--- config.mk ---
export PLATFORM = sky130hd
export DESIGN_NAME = interrupt_unit
export DESIGN_NICKNAME = d
export VERILOG_FILES = /design/src/rtl/interrupt_unit.sv
export SDC_FILE = /design/constraint.sdc
export NUM_CORES = 1
export LEC_CHECK = 0
export CAP_MARGIN = 40
export CORE_ASPECT_RATIO = 1.2
export CORE_UTILIZATION = 60
export CTS_BUF_LIST = sky130_fd_sc_hd__clkbuf_8
export DETAILED_ROUTE_END_ITERATION = 8
export DONT_BUFFER_PORTS = 1
export GPL_ROUTABILITY_DRIVEN = 0
export PLACE_DENSITY = 0.76
export SYNTH_ARGS = -nofsm -noshare
export SYNTH_HDL_FRONTEND = slang
export SYNTH_SLANG_ARGS = --single-unit
--- constraint.sdc ---
create_clock -name clk -period 13.3 [get_ports clk]
set_input_delay 1.995 -clock clk [delete_from_list [all_inputs] [get_ports clk]]
set_output_delay 1.995 -clock clk [all_outputs]
set_load 0.03 [all_outputs]
--- src/rtl/interrupt_unit.sv ---
// N-channel interrupt controller: edge-detected IRQ lines plus one software channel,
// priority arbitration with nesting, and a req/ack vector handshake towards the CPU.
module interrupt_unit #(
    parameter int                NUM_IRQ      = 4,
    parameter int                ADDR_W       = 16,
    parameter int                PRIO_W       = 2,
    parameter logic [ADDR_W-1:0] RST_VEC_BASE = 16'hFDA9,
    parameter logic [ADDR_W-1:0] RST_VEC_STEP = 16'h0256,
    parameter logic [ADDR_W-1:0] SOFT_BASE    = 16'd29
) (
    input  logic                         clk,
    input  logic                         n_rst,
    input  logic [NUM_IRQ-1:0]           i_irq,
    input  logic [ADDR_W-1:0]            i_data_bus,
    input  logic [$clog2(NUM_IRQ):0]     i_cfg_sel,
    input  logic                         i_cfg_vec_we,
    input  logic                         i_cfg_ctl_we,
    input  logic                         i_soft_req,
    input  logic [4:0]                   i_soft_num,
    input  logic                         i_ack,
    input  logic                         i_recovery,
    output logic                         o_int_req,
    output logic [ADDR_W-1:0]            o_int_address,
    output logic [$clog2(NUM_IRQ):0]     o_int_id,
    output logic [NUM_IRQ:0]             o_pending,
    output logic [NUM_IRQ:0]             o_in_service
);

    localparam int NCH   = NUM_IRQ + 1;
    localparam int ID_W  = $clog2(NUM_IRQ) + 1;
    localparam int LVL_W = PRIO_W + 2;

    typedef enum logic [1:0] {
        S_IDLE,
        S_REQ,
        S_SERVICE
    } state_t;

    state_t                   state_q;
    logic                     req_q;
    logic [ADDR_W-1:0]        addr_q;
    logic [ID_W-1:0]          id_q;

    logic [NUM_IRQ-1:0]       irq_q;
    logic [NUM_IRQ-1:0]       en_q;
    logic [PRIO_W-1:0]        prio_q [NUM_IRQ];
    logic [ADDR_W-1:0]        vec_q  [NUM_IRQ];
    logic [4:0]               soft_num_q;
    logic [NCH-1:0]           pend_q, pend_d;
    logic [NCH-1:0]           insvc_q, insvc_d;

    logic signed [LVL_W-1:0]  eff [NCH];
    logic [NCH*LVL_W-1:0]     eff_flat;
    logic signed [LVL_W-1:0]  cur_lvl;
    logic signed [LVL_W-1:0]  win_lvl;
    logic                     any_elig;
    logic [ID_W-1:0]          win_idx;
    logic [ADDR_W-1:0]        win_vec;
    logic [NCH-1:0]           ack_mask;

    // Clear the most urgent bit of an in-service set; ascending scan with strict '>' gives lowest index on ties.
    function automatic logic [NCH-1:0] clear_top(input logic [NCH-1:0] s,
                                                 input logic [NCH*LVL_W-1:0] pv);
        logic [NCH-1:0]          r;
        logic                    found;
        int                      top;
        logic signed [LVL_W-1:0] best;
        logic signed [LVL_W-1:0] p;
        r     = s;
        found = 1'b0;
        top   = 0;
        best  = '0;
        for (int i = 0; i < NCH; i++) begin
            p = pv[i*LVL_W +: LVL_W];
            if (s[i] && (!found || p > best)) begin
                found = 1'b1;
                top   = i;
                best  = p;
            end
        end
        if (found) r[top] = 1'b0;
        return r;
    endfunction

    // Hardware prio p ranks as p+1, soft as 0, "nothing in service" as -1.
    always_comb begin
        for (int i = 0; i < NUM_IRQ; i++) begin
            eff[i] = LVL_W'(prio_q[i]) + LVL_W'(1);
        end
        eff[NUM_IRQ] = '0;
        for (int i = 0; i < NCH; i++) begin
            eff_flat[i*LVL_W +: LVL_W] = eff[i];
        end
    end

    always_comb begin
        cur_lvl = '1;
        for (int i = 0; i < NCH; i++) begin
            if (insvc_q[i] && eff[i] > cur_lvl) cur_lvl = eff[i];
        end
        any_elig = 1'b0;
        win_idx  = '0;
        win_lvl  = '0;
        for (int i = 0; i < NCH; i++) begin
            if (pend_q[i] && eff[i] > cur_lvl && (!any_elig || eff[i] > win_lvl)) begin
                any_elig = 1'b1;
                win_idx  = ID_W'(i);
                win_lvl  = eff[i];
            end
        end
    end

    always_comb begin
        win_vec = SOFT_BASE + ADDR_W'(soft_num_q);
        for (int i = 0; i < NUM_IRQ; i++) begin
            if (win_idx == ID_W'(i)) win_vec = vec_q[i];
        end
    end

    // New edges override the ack clear; a disable write has the final say.
    always_comb begin
        ack_mask = '0;
        if (state_q == S_REQ && i_ack) ack_mask = NCH'(1) << id_q;

        insvc_d = insvc_q | ack_mask;
        if (i_recovery) insvc_d = clear_top(insvc_d, eff_flat);

        pend_d = pend_q & ~ack_mask;
        for (int i = 0; i < NUM_IRQ; i++) begin
            if (i_irq[i] && !irq_q[i] && en_q[i]) pend_d[i] = 1'b1;
            if (i_cfg_ctl_we && i_cfg_sel == ID_W'(i) && !i_data_bus[0]) pend_d[i] = 1'b0;
        end
        if (i_soft_req) pend_d[NUM_IRQ] = 1'b1;
    end

    always_ff @(posedge clk or negedge n_rst) begin
        if (!n_rst) begin
            irq_q      <= '0;
            soft_num_q <= '0;
            for (int i = 0; i < NUM_IRQ; i++) begin
                en_q[i]   <= 1'b1;
                prio_q[i] <= '0;
                vec_q[i]  <= RST_VEC_BASE - ADDR_W'(i) * RST_VEC_STEP;
            end
        end else begin
            irq_q <= i_irq;
            if (i_soft_req) soft_num_q <= i_soft_num;
            for (int i = 0; i < NUM_IRQ; i++) begin
                if (i_cfg_vec_we && i_cfg_sel == ID_W'(i)) vec_q[i] <= i_data_bus;
                if (i_cfg_ctl_we && i_cfg_sel == ID_W'(i)) begin
                    en_q[i]   <= i_data_bus[0];
                    prio_q[i] <= i_data_bus[PRIO_W:1];
                end
            end
        end
    end

    always_ff @(posedge clk or negedge n_rst) begin
        if (!n_rst) begin
            pend_q  <= '0;
            insvc_q <= '0;
        end else begin
            pend_q  <= pend_d;
            insvc_q <= insvc_d;
        end
    end

    always_ff @(posedge clk or negedge n_rst) begin
        if (!n_rst) begin
            state_q <= S_IDLE;
            req_q   <= 1'b0;
            addr_q  <= '0;
            id_q    <= '0;
        end else begin
            case (state_q)
                S_IDLE: begin
                    if (any_elig) begin
                        state_q <= S_REQ;
                        req_q   <= 1'b1;
                        addr_q  <= win_vec;
                        id_q    <= win_idx;
                    end
                end
                S_REQ: begin
                    if (i_ack) begin
                        state_q <= S_SERVICE;
                        req_q   <= 1'b0;
                        addr_q  <= '0;
                    end
                end
                S_SERVICE: begin
                    if (any_elig) begin
                        state_q <= S_REQ;
                        req_q   <= 1'b1;
                        addr_q  <= win_vec;
                        id_q    <= win_idx;
                    end else if (insvc_d == '0) begin
                        state_q <= S_IDLE;
                    end
                end
                default: begin
                    state_q <= S_IDLE;
                    req_q   <= 1'b0;
                    addr_q  <= '0;
                end
            endcase
        end
    end

    assign o_int_req     = req_q;
    assign o_int_address = addr_q;
    assign o_int_id      = id_q;
    assign o_pending     = pend_q;
    assign o_in_service  = insvc_q;

endmodule

# Word-level counts from Yosys, hierarchy flattened
# Index checks and enable logic that the tools add are counted.
[totals]
ff_bits = 117
out_inout_bits = 30
elab_cells = 202
[op_classes]
bitwise_logic = 5
addsub = 5
reduce_logical = 69
n_lt_le_gt_ge = 20
mux = 70
n_shift = 1
eq_ne = 12
[op_table]
columns = ["cell", "n"]
rows = [
  ["$mux 32", 4],
  ["$mux 16", 6],
  ["$mux 4", 15],
  ["$gt 4x4->1", 13],
  ["$logic_and 1x1->1", 40],
  ["$ge 32x1->1 const B", 1],
  ["$lt 32x5->1 const B", 1],
  ["$pmux 16 s2", 1],
  ["$mux 1", 29],
  ["$gt 1x4->1 const A", 4],
  ["$mux 3", 5],
  ["$mux 5", 3],
  ["$logic_not 1->1", 13],
  ["$add 2x1->3 const B", 4],
  ["$eq 3x2->1 const B", 4],
  ["$and 5x5->5", 2],
  ["$not 5->5", 2],
  ["$logic_or 1x1->1", 8],
  ["$mux 2", 4],
  ["$add 5x5->6 const A", 1],
  ["$eq 3x1->1 const B", 2],
  ["$logic_not 3->1", 2],
  ["$pmux 2 s3", 1],
  ["$logic_not 5->1", 1],
  ["other kinds (14)", 16],
]

# Logic depth before layout (Yosys ltp)
# Gate-level depths: netlist (run 1).
[depth]
depth_word = 42
ltp_mapped = 58
ltp_nobuf = 54

# Least setup slack after synthesis (run 1)
# Ideal clock, no wire load.
[synth_timing]
kind = "flip-flop to flip-flop"
startpoint = "register insvc_q[0], in the netlist o_in_service[0]"
endpoint = "register addr_q[4], in the netlist o_int_address[4]"
t_required_ns = 13.176
period_less_slack_ns = 10.317
n_path_buf = 3
arrival_ns = 10.193
path_stages_with_launch = 55
slack_ns = 2.983
cell_sequence = "dfrtp_1 -> buf_6 -> nand2_1 -> ha_1 -> o21bai_1 -> a31o_2 -> nand2_1 -> a41oi_1 -> mux2i_1 -> inv_1 -> ha_1 -> a21oi_1 -> a31oi_1 -> o21ai_0 -> mux2_2 -> inv_1 -> ha_1 -> a21o_1 -> [19 not listed] -> ha_1 -> nor2b_1 -> o21a_1 -> o21ai_0 -> o31a_2 -> nor2_4 -> buf_4 -> buf_4 -> mux2_2 -> ha_1 -> nor2b_1 -> o21ai_0 -> inv_1 -> o21ai_0 -> a21oi_2 -> nor4_4 -> mux2_2 -> a211o_1"
[synth_between]
elab_chain_cells = 40
elab_cells_between_ends = 65
cone_classes = "order compare (13); eq/ne (4); mux (24); reduce/logical (24)"
[synth_lines]
columns = ["element", "line_no", "source"]
rows = [
  ["start, declared", "50", "logic [NCH-1:0] insvc_q, insvc_d;"],
  ["start signal, assigned", "164", "insvc_q <= insvc_d;"],
  ["$logic_and 1x1->1 *", "99", "if (insvc_q[i] && eff[i] > cur_lvl) cur_lvl = eff[i];"],
  ["$mux 4 *", "99", ""],
  ["$gt 4x4->1", "99", ""],
  ["$logic_and 1x1->1", "99", ""],
  ["$mux 4 *", "99", ""],
  ["$gt 4x4->1", "99", ""],
  ["$logic_and 1x1->1", "99", ""],
  ["$mux 4 *", "99", ""],
  ["[21 not listed]", "n/a", ""],
  ["$gt 1x4->1 or $logic_not 1->1 (tied branches)", "105", "if (pend_q[i] && eff[i] > cur_lvl && (!any_elig || eff[i] > win_lvl)) begin"],
  ["$logic_or 1x1->1", "105", ""],
  ["$logic_and 1x1->1", "105", ""],
  ["$mux 3", "105", ""],
  ["$logic_not 3->1", "116", "if (win_idx == ID_W'(i)) win_vec = vec_q[i];"],
  ["$mux 16 (4 in series)", "116", ""],
  ["$mux 16", "177, 192", ""],
  ["$pmux 16 s2", "175", "case (state_q)"],
  ["end signal, assigned", "180", "addr_q <= win_vec;"],
  ["end signal, assigned", "195", "addr_q <= win_vec;"],
  ["end, declared", "41", "logic [ADDR_W-1:0] addr_q;"],
]
# Mark *: on every way between the ends. The rest lies on a longest branch, timed or not. The select of a mux whose other input is x is not followed.
# A chain may end at the register's enable or synchronous reset.

# Worst setup path in the final report (run 1)
# Same ends and word-level chain as after synthesis.

==> flow_summary.toml, run 1 <==
[yosys]
synth-main-ff-cell = "dfrtp_1"
syn-num-nets = 684
yosys_register_bits = 117
synth-edff-count = 0
post-synth-top-area-fraction = 0.254
synth_common_cells = "88 x mux2_2, 68 x dfrtp_1, 49 x dfstp_2, 49 x o21ai_0, 43 x ha_1"
post_synth_inst_count = 606
post_synth_main_area_contributors = "dfrtp_1 25%, dfstp_2 19%, mux2_2 15%"
synth.yosys.warnings = 0
post-synth-top-count-cell = "mux2_2"
synth_area_um2 = 6710
syn_avg_cell_area_um2 = 11.1
yosysSeqAreaShare = 0.446
synth_cell_type_count = 76
synth_area_leader_cell = "dfrtp_1"
synth-async-reset-ratio = 1.00

[global_routing]
first_global_vias = 5265
antenna_violations_before_repair = 0
grt.met1_usage = 0.326
gr-usage-all-layers = 0.299
pin_count_of_the_biggest_net_entering_global_routing = 118
globalRouteOverflowTotal = 0
met2_usage = 0.517
grt_first_pass_wirelength_mm = 26.4
grt-busiest-layer = "met2"
globalRouteMet3Util = 0.0719

[setup_path]
worst_path_max_delay_cell = "dfrtp_1"
crit_path_frequent_cell = "ha_1"
cp_slowest_stage_delay_ns = 0.72
crit_path_end_kind = "register"
worst-r2r-setup-slack_ns = 1.38
worstSetupStartpointType = "register"
critical_path_class = "register to register"
critPathMaxFanout = 21
worstPathArrival_ns = 12.23
worst_ep_required_time_ns = 13.61

[flow_run]
cap_violations = 0

[clock_tree]
clk_root_buffer_cell = "clkbuf_8"
clk-insertion-delay-late_ns = 0.45
cts_buffers = 17
cts.htree.levels = 4
clk_path_buf_depth = 2
postCtsHoldBufs = 0
register_clock_pin_slew_on_the_reported_worst_setup_and_hold_paths_ns = 0.08
tritoncts = "built"
clock-sinks = 117

[place]
buffer_ports.inserted = 0
hpwl_dp_mm = 11.8

[layout]
finalNetCount = 695
final_layout_size_suffix_gt1_frac = 0.316
area_growth_pct = 8.04
antenna_cells = 0
utilization = 0.676

[floorplan]
die_w_um = 98.5
pin_count = 65
die_y_um = 118
floorplan.initialDensity = 0.626
rows = 41
die_area_um2 = 11600
core_region_area_um2 = 10700

[timing]
final.min_clock_period_ns = 11.92
worstMarginPinSlew_ns = 0.674
setup_tns_after_final_layout_ns = 0
timing.final.crit_share = 0.896
skew_ns = 0.0141
hold_violation_total_from_the_final_report = 0
setup_viol = 0
rsz0062_at_grt = "no"
max_slew_vio_count = 0
fmaxAchievable_mhz = 83.9
relSlewSlack = 0.546

[route]
routed_wire_per_std_cell_um = 21.8
routed_wirelength_mm = 16.5
first_iter_violations = 232
antenna_violating_nets_post_route = 0
drtPass1Iterations = 8
num_vias = 5002
remaining_drc_errors = 1
viasPerCell = 6.60

[hold_path]
min_path_type = "register to register"

[status]
outcome = "complete, but fails checks"
violations = "design-rule violations"
-- state kept, by name (all words and copies together) (netlist names) --
| register | flops |
|---|---|
| o_int_id | 3 |
| o_in_service | 5 |
| prio_q | 8 |
| soft_num_q | 5 |
| o_pending | 5 |
| o_int_req | 1 |
| en_q | 4 |
| o_int_address | 16 |
| state_q | 2 |
| vec_q | 64 |
| irq_q | 4 |
-- critical path: cells and delay by family (launching register included) --
| family | cells | cell delay (ns) |
|---|---|---|
| AO/OA/AOI/OAI | 22 | 4.40 |
| adder cells (fa/ha/maj) | 7 | 1.74 |
| buffers and inverters | 5 | 0.43 |
| flip-flops | 1 | 0.72 |
| multiplexers | 6 | 2.19 |
| AND/OR/NAND/NOR | 11 | 2.26 |
-- metrics by stage --
step | hold WS [ns] | worst slack (ns) | instance area (um2) | cells
after global placement | 0.471 | 1.72 | 6820 | 722
after global routing | 0.510 | 0.439 | 7250 | 758
after CTS | 0.490 | 0.921 | 7230 | 756
after detailed placement | 0.480 | 0.966 | 6850 | 725
after floorplan | 0.460 | 2.98 | 6710 | 606
final | 0.487 | 1.38 | 7250 | 758
-- what timing repair did --
action / CTS / global route
endpoints found under the setup margin: 0 / 1
setup buffers: 0 / 2
gates resized for setup: 0 / 0
endpoints found under the hold margin: 0 / 0
-- final cells by class --
class / count / area [um2]
Fill cell: 779 / 3470
Timing Repair Buffer: 10 / 80.1
Tap cell: 129 / 161
Inverter: 34 / 128
Clock inverter: 11 / 109
Sequential cell: 117 / 2990
Multi-Input combinational cell: 437 / 3510
Clock buffer: 20 / 275
-- per-layer routing --
| layer | share of wire | up-vias | routed length (um) |
|---|---|---|---|
| met5 | 0 | - | 0 |
| met4 | 0.056 | 0 | 933 |
| met2 | 0.51 | 169 | 8390 |
| li1 | - | 2278 | - |
| met3 | 0.056 | 64 | 932 |
| met1 | 0.38 | 2491 | 6290 |
-- cell families after synthesis --
family          count (synthesis)  synth area share
compound gates                162             0.173
xor+xnor                        4           0.00522
fa+ha+maj                      43            0.0802
buf+inv                        52            0.0326
flops                         117             0.446
mux                            96             0.160
simple gates                  132             0.104
-- layout by cell type (no fill, tap or decap), types with 11 or more instances in the layout --
master    count
dfrtp_1      68
nor2_1       27
mux2_2       88
ha_1         43
inv_1        36
nand2_1      38
nor3_1       11
a21oi_1      17
dfstp_2      49
o21ai_0      49
clkbuf_8     20
-- path summary, 6_finish.rpt --
check | from | end | depth (start not counted)
setup / recovery | o_in_service[0] | o_int_address[4] | 51
hold / removal | en_q[3] | en_q[3] | 2
setup reg to reg | o_in_service[0] | o_int_address[4] | 51
hold reg to reg | en_q[3] | en_q[3] | 2
max in group asynchronous | n_rst | vec_q[51] | 0
min in group asynchronous | n_rst | prio_q[4] | 0
Power of run 1 is not shown: default switching activity piles up to over one toggle a cycle in this logic, so the estimate is an artifact.
==> run 2: changes to the inputs <==
--- a/config.mk
+++ b/config.mk
@@ -7,6 +7,7 @@
 export LEC_CHECK = 0
 export CAP_MARGIN = 40
 export CORE_ASPECT_RATIO = 1.2
+export CORE_MARGIN = 2
 export CORE_UTILIZATION = 60
 export CTS_BUF_LIST = sky130_fd_sc_hd__clkbuf_8
 export DETAILED_ROUTE_END_ITERATION = 8
==> run 2 against run 1 <==
Net effect:
- the flow now finishes without violations
- final cell count increased by 0.13%
- register-to-register slack got worse by 0.04 ns
- fmax down 0.32%
- flip-flop and latch count is the same
- global-route usage decreased by 0.87 points
- critical path type unchanged
==> flow_summary.toml, run 2 (same netlist as run 1, synthesis figures left out) <==
[place]
placed_area_um2 = 6840
hpwl_dp_mm = 11.5
buffer_ports.inserted = 0

[timing]
skew_ns = 0.00915
max_slew_vio_count = 0
fmaxAchievable_mhz = 83.6
rsz0062_at_grt = "no"
relSlewSlack = 0.510
hold_violation_total_from_the_final_report = 0
worstMarginPinSlew_ns = 0.735
setup_tns_after_final_layout_ns = 0
final.min_clock_period_ns = 11.96
timing.final.crit_share = 0.899
setup_viol = 0

[clock_tree]
clk_root_buffer_cell = "clkbuf_8"
cts.htree.levels = 4
postCtsHoldBufs = 0
postCtsSetupRepairBufs = 0
clk_path_buf_depth = 2
clock-sinks = 117
register_clock_pin_slew_on_the_reported_worst_setup_and_hold_paths_ns = 0.07
tritoncts = "built"
post_cts.resized_instances = 0
clk-insertion-delay-late_ns = 0.43
cts_buffers = 17

[status]
outcome = "finished clean"

[global_routing]
grt_first_pass_wirelength_mm = 26.8
antenna_violations_before_repair = 0
gr-usage-all-layers = 0.290
first_global_vias = 5281
pin_count_of_the_biggest_net_entering_global_routing = 118
globalRouteOverflowTotal = 0

[layout]
most-common-layout-cells = "88 x mux2_2, 68 x dfrtp_1, 49 x o21ai_0, 49 x dfstp_2, 43 x ha_1"
final.fill_count = 833
multi_input_area_um2 = 3510
regArea_um2 = 2990
final_cell_area_um2 = 7200
antenna_cells = 0
finalNetCount = 692
layout.cells.most_common = "mux2_2"
largest_register_ff_count = 64
largest_register = "vec_q"
area_growth_pct = 7.27
final_layout_size_suffix_gt1_frac = 0.311

[route]
routed_wirelength_mm = 16.3
drtPass1Iterations = 5
antenna_violating_nets_post_route = 0
routed_wire_per_std_cell_um = 21.4
first_iter_violations = 297
remaining_drc_errors = 0
num_vias = 4991
viasPerCell = 6.58

[floorplan]
die_w_um = 101
rows = 42
pin_count = 65
core_region_area_um2 = 11000
floorplan.initialDensity = 0.611
die_y_um = 120
die_area_um2 = 12000

[hold_path]
min_path_type = "register to register"
hold_path_depth = 2

[setup_path]
reg2regPathDepth = 51
cp_num_buf_inv = 4
worstPathArrival_ns = 12.27
worst_path_max_delay_cell = "dfrtp_1"
cp_slowest_stage_delay_ns = 0.70
worst_ep_required_time_ns = 13.61
critPathMaxFanout = 21
path_delay_family = "compound AO/OA/AOI/OAI gates"
worstSetupPathDepth = 51
crit_path_frequent_cell = "ha_1"
crit_path_end_kind = "register"
critical_path_class = "register to register"
worstSetupStartpointType = "register"

[flow_run]
cap_violations = 0
-- run 2: cell types whose count changed in the layout (fill, tap and decap cells not counted) --
cell	delta
clkinv_4	+2
inv_1	+2
buf_2	-1
buf_4	-1
buf_8	-1
bufinv_16	-1
clkbuf_8	-1
inv_6	-1
-- run 2: tightest hold or removal path, cell delays in order (launching register included) --
cell,delay (ns)
dfstp_2,0.37
nand2_1,0.04
o21ai_0,0.07
-- run 2: cell type report --
class | instances | share of cell area
clock buffer | 19 | 0.0363
sequential | 117 | 0.415
multi-input combinational | 437 | 0.487
clock inverter | 13 | 0.0132
inverter | 34 | 0.0177
tap | 132 | 0.0229
timing repair buffer | 7 | 0.00730
-- run 2: worst paths after layout --
kind                                 start                to  slack [ns]
setup / recovery           o_in_service[0]  o_int_address[4]        1.34
min in group asynchronous            n_rst     soft_num_q[4]        1.26
max in group asynchronous            n_rst          vec_q[0]       11.81
hold reg to reg                   vec_q[0]          vec_q[0]        0.48
hold / removal                    vec_q[0]          vec_q[0]        0.48
setup reg to reg           o_in_service[0]  o_int_address[4]        1.34
-- run 2: stage by stage --
stage	utilization	cells	setup WS (ns)	hold slack (ns)
global route	0.655	759	0.362	0.520
floorplan	-	606	2.98	0.460
CTS	0.655	759	1.52	0.489
finish	0.655	759	1.34	0.482
global placement	0.623	727	2.08	0.470
detailed placement	0.623	727	1.58	0.479
-- run 2: metal layers --
layer | vias up | part of all wire | GRT usage | routed length [um]
li1 | 2275 | - | - | -
met1 | 2481 | 0.39 | 0.335 | 6280
met2 | 184 | 0.52 | 0.487 | 8460
met3 | 51 | 0.059 | 0.0815 | 955
met4 | 0 | 0.035 | 0.152 | 563
met5 | - | 0 | 0 | 0
Power of run 2 is left out for the same reason.
==> run 3: changes to the inputs <==
--- a/config.mk
+++ b/config.mk
@@ -10,6 +10,7 @@
 export CORE_MARGIN = 2
 export CORE_UTILIZATION = 60
 export CTS_BUF_LIST = sky130_fd_sc_hd__clkbuf_8
+export CTS_CLUSTER_DIAMETER = 80
 export DETAILED_ROUTE_END_ITERATION = 8
 export DONT_BUFFER_PORTS = 1
 export GPL_ROUTABILITY_DRIVEN = 0
==> results of run 3 <==
Final layout, timing and power as in run 2 (identical DEF).
Power of run 3 is left out for the same reason.
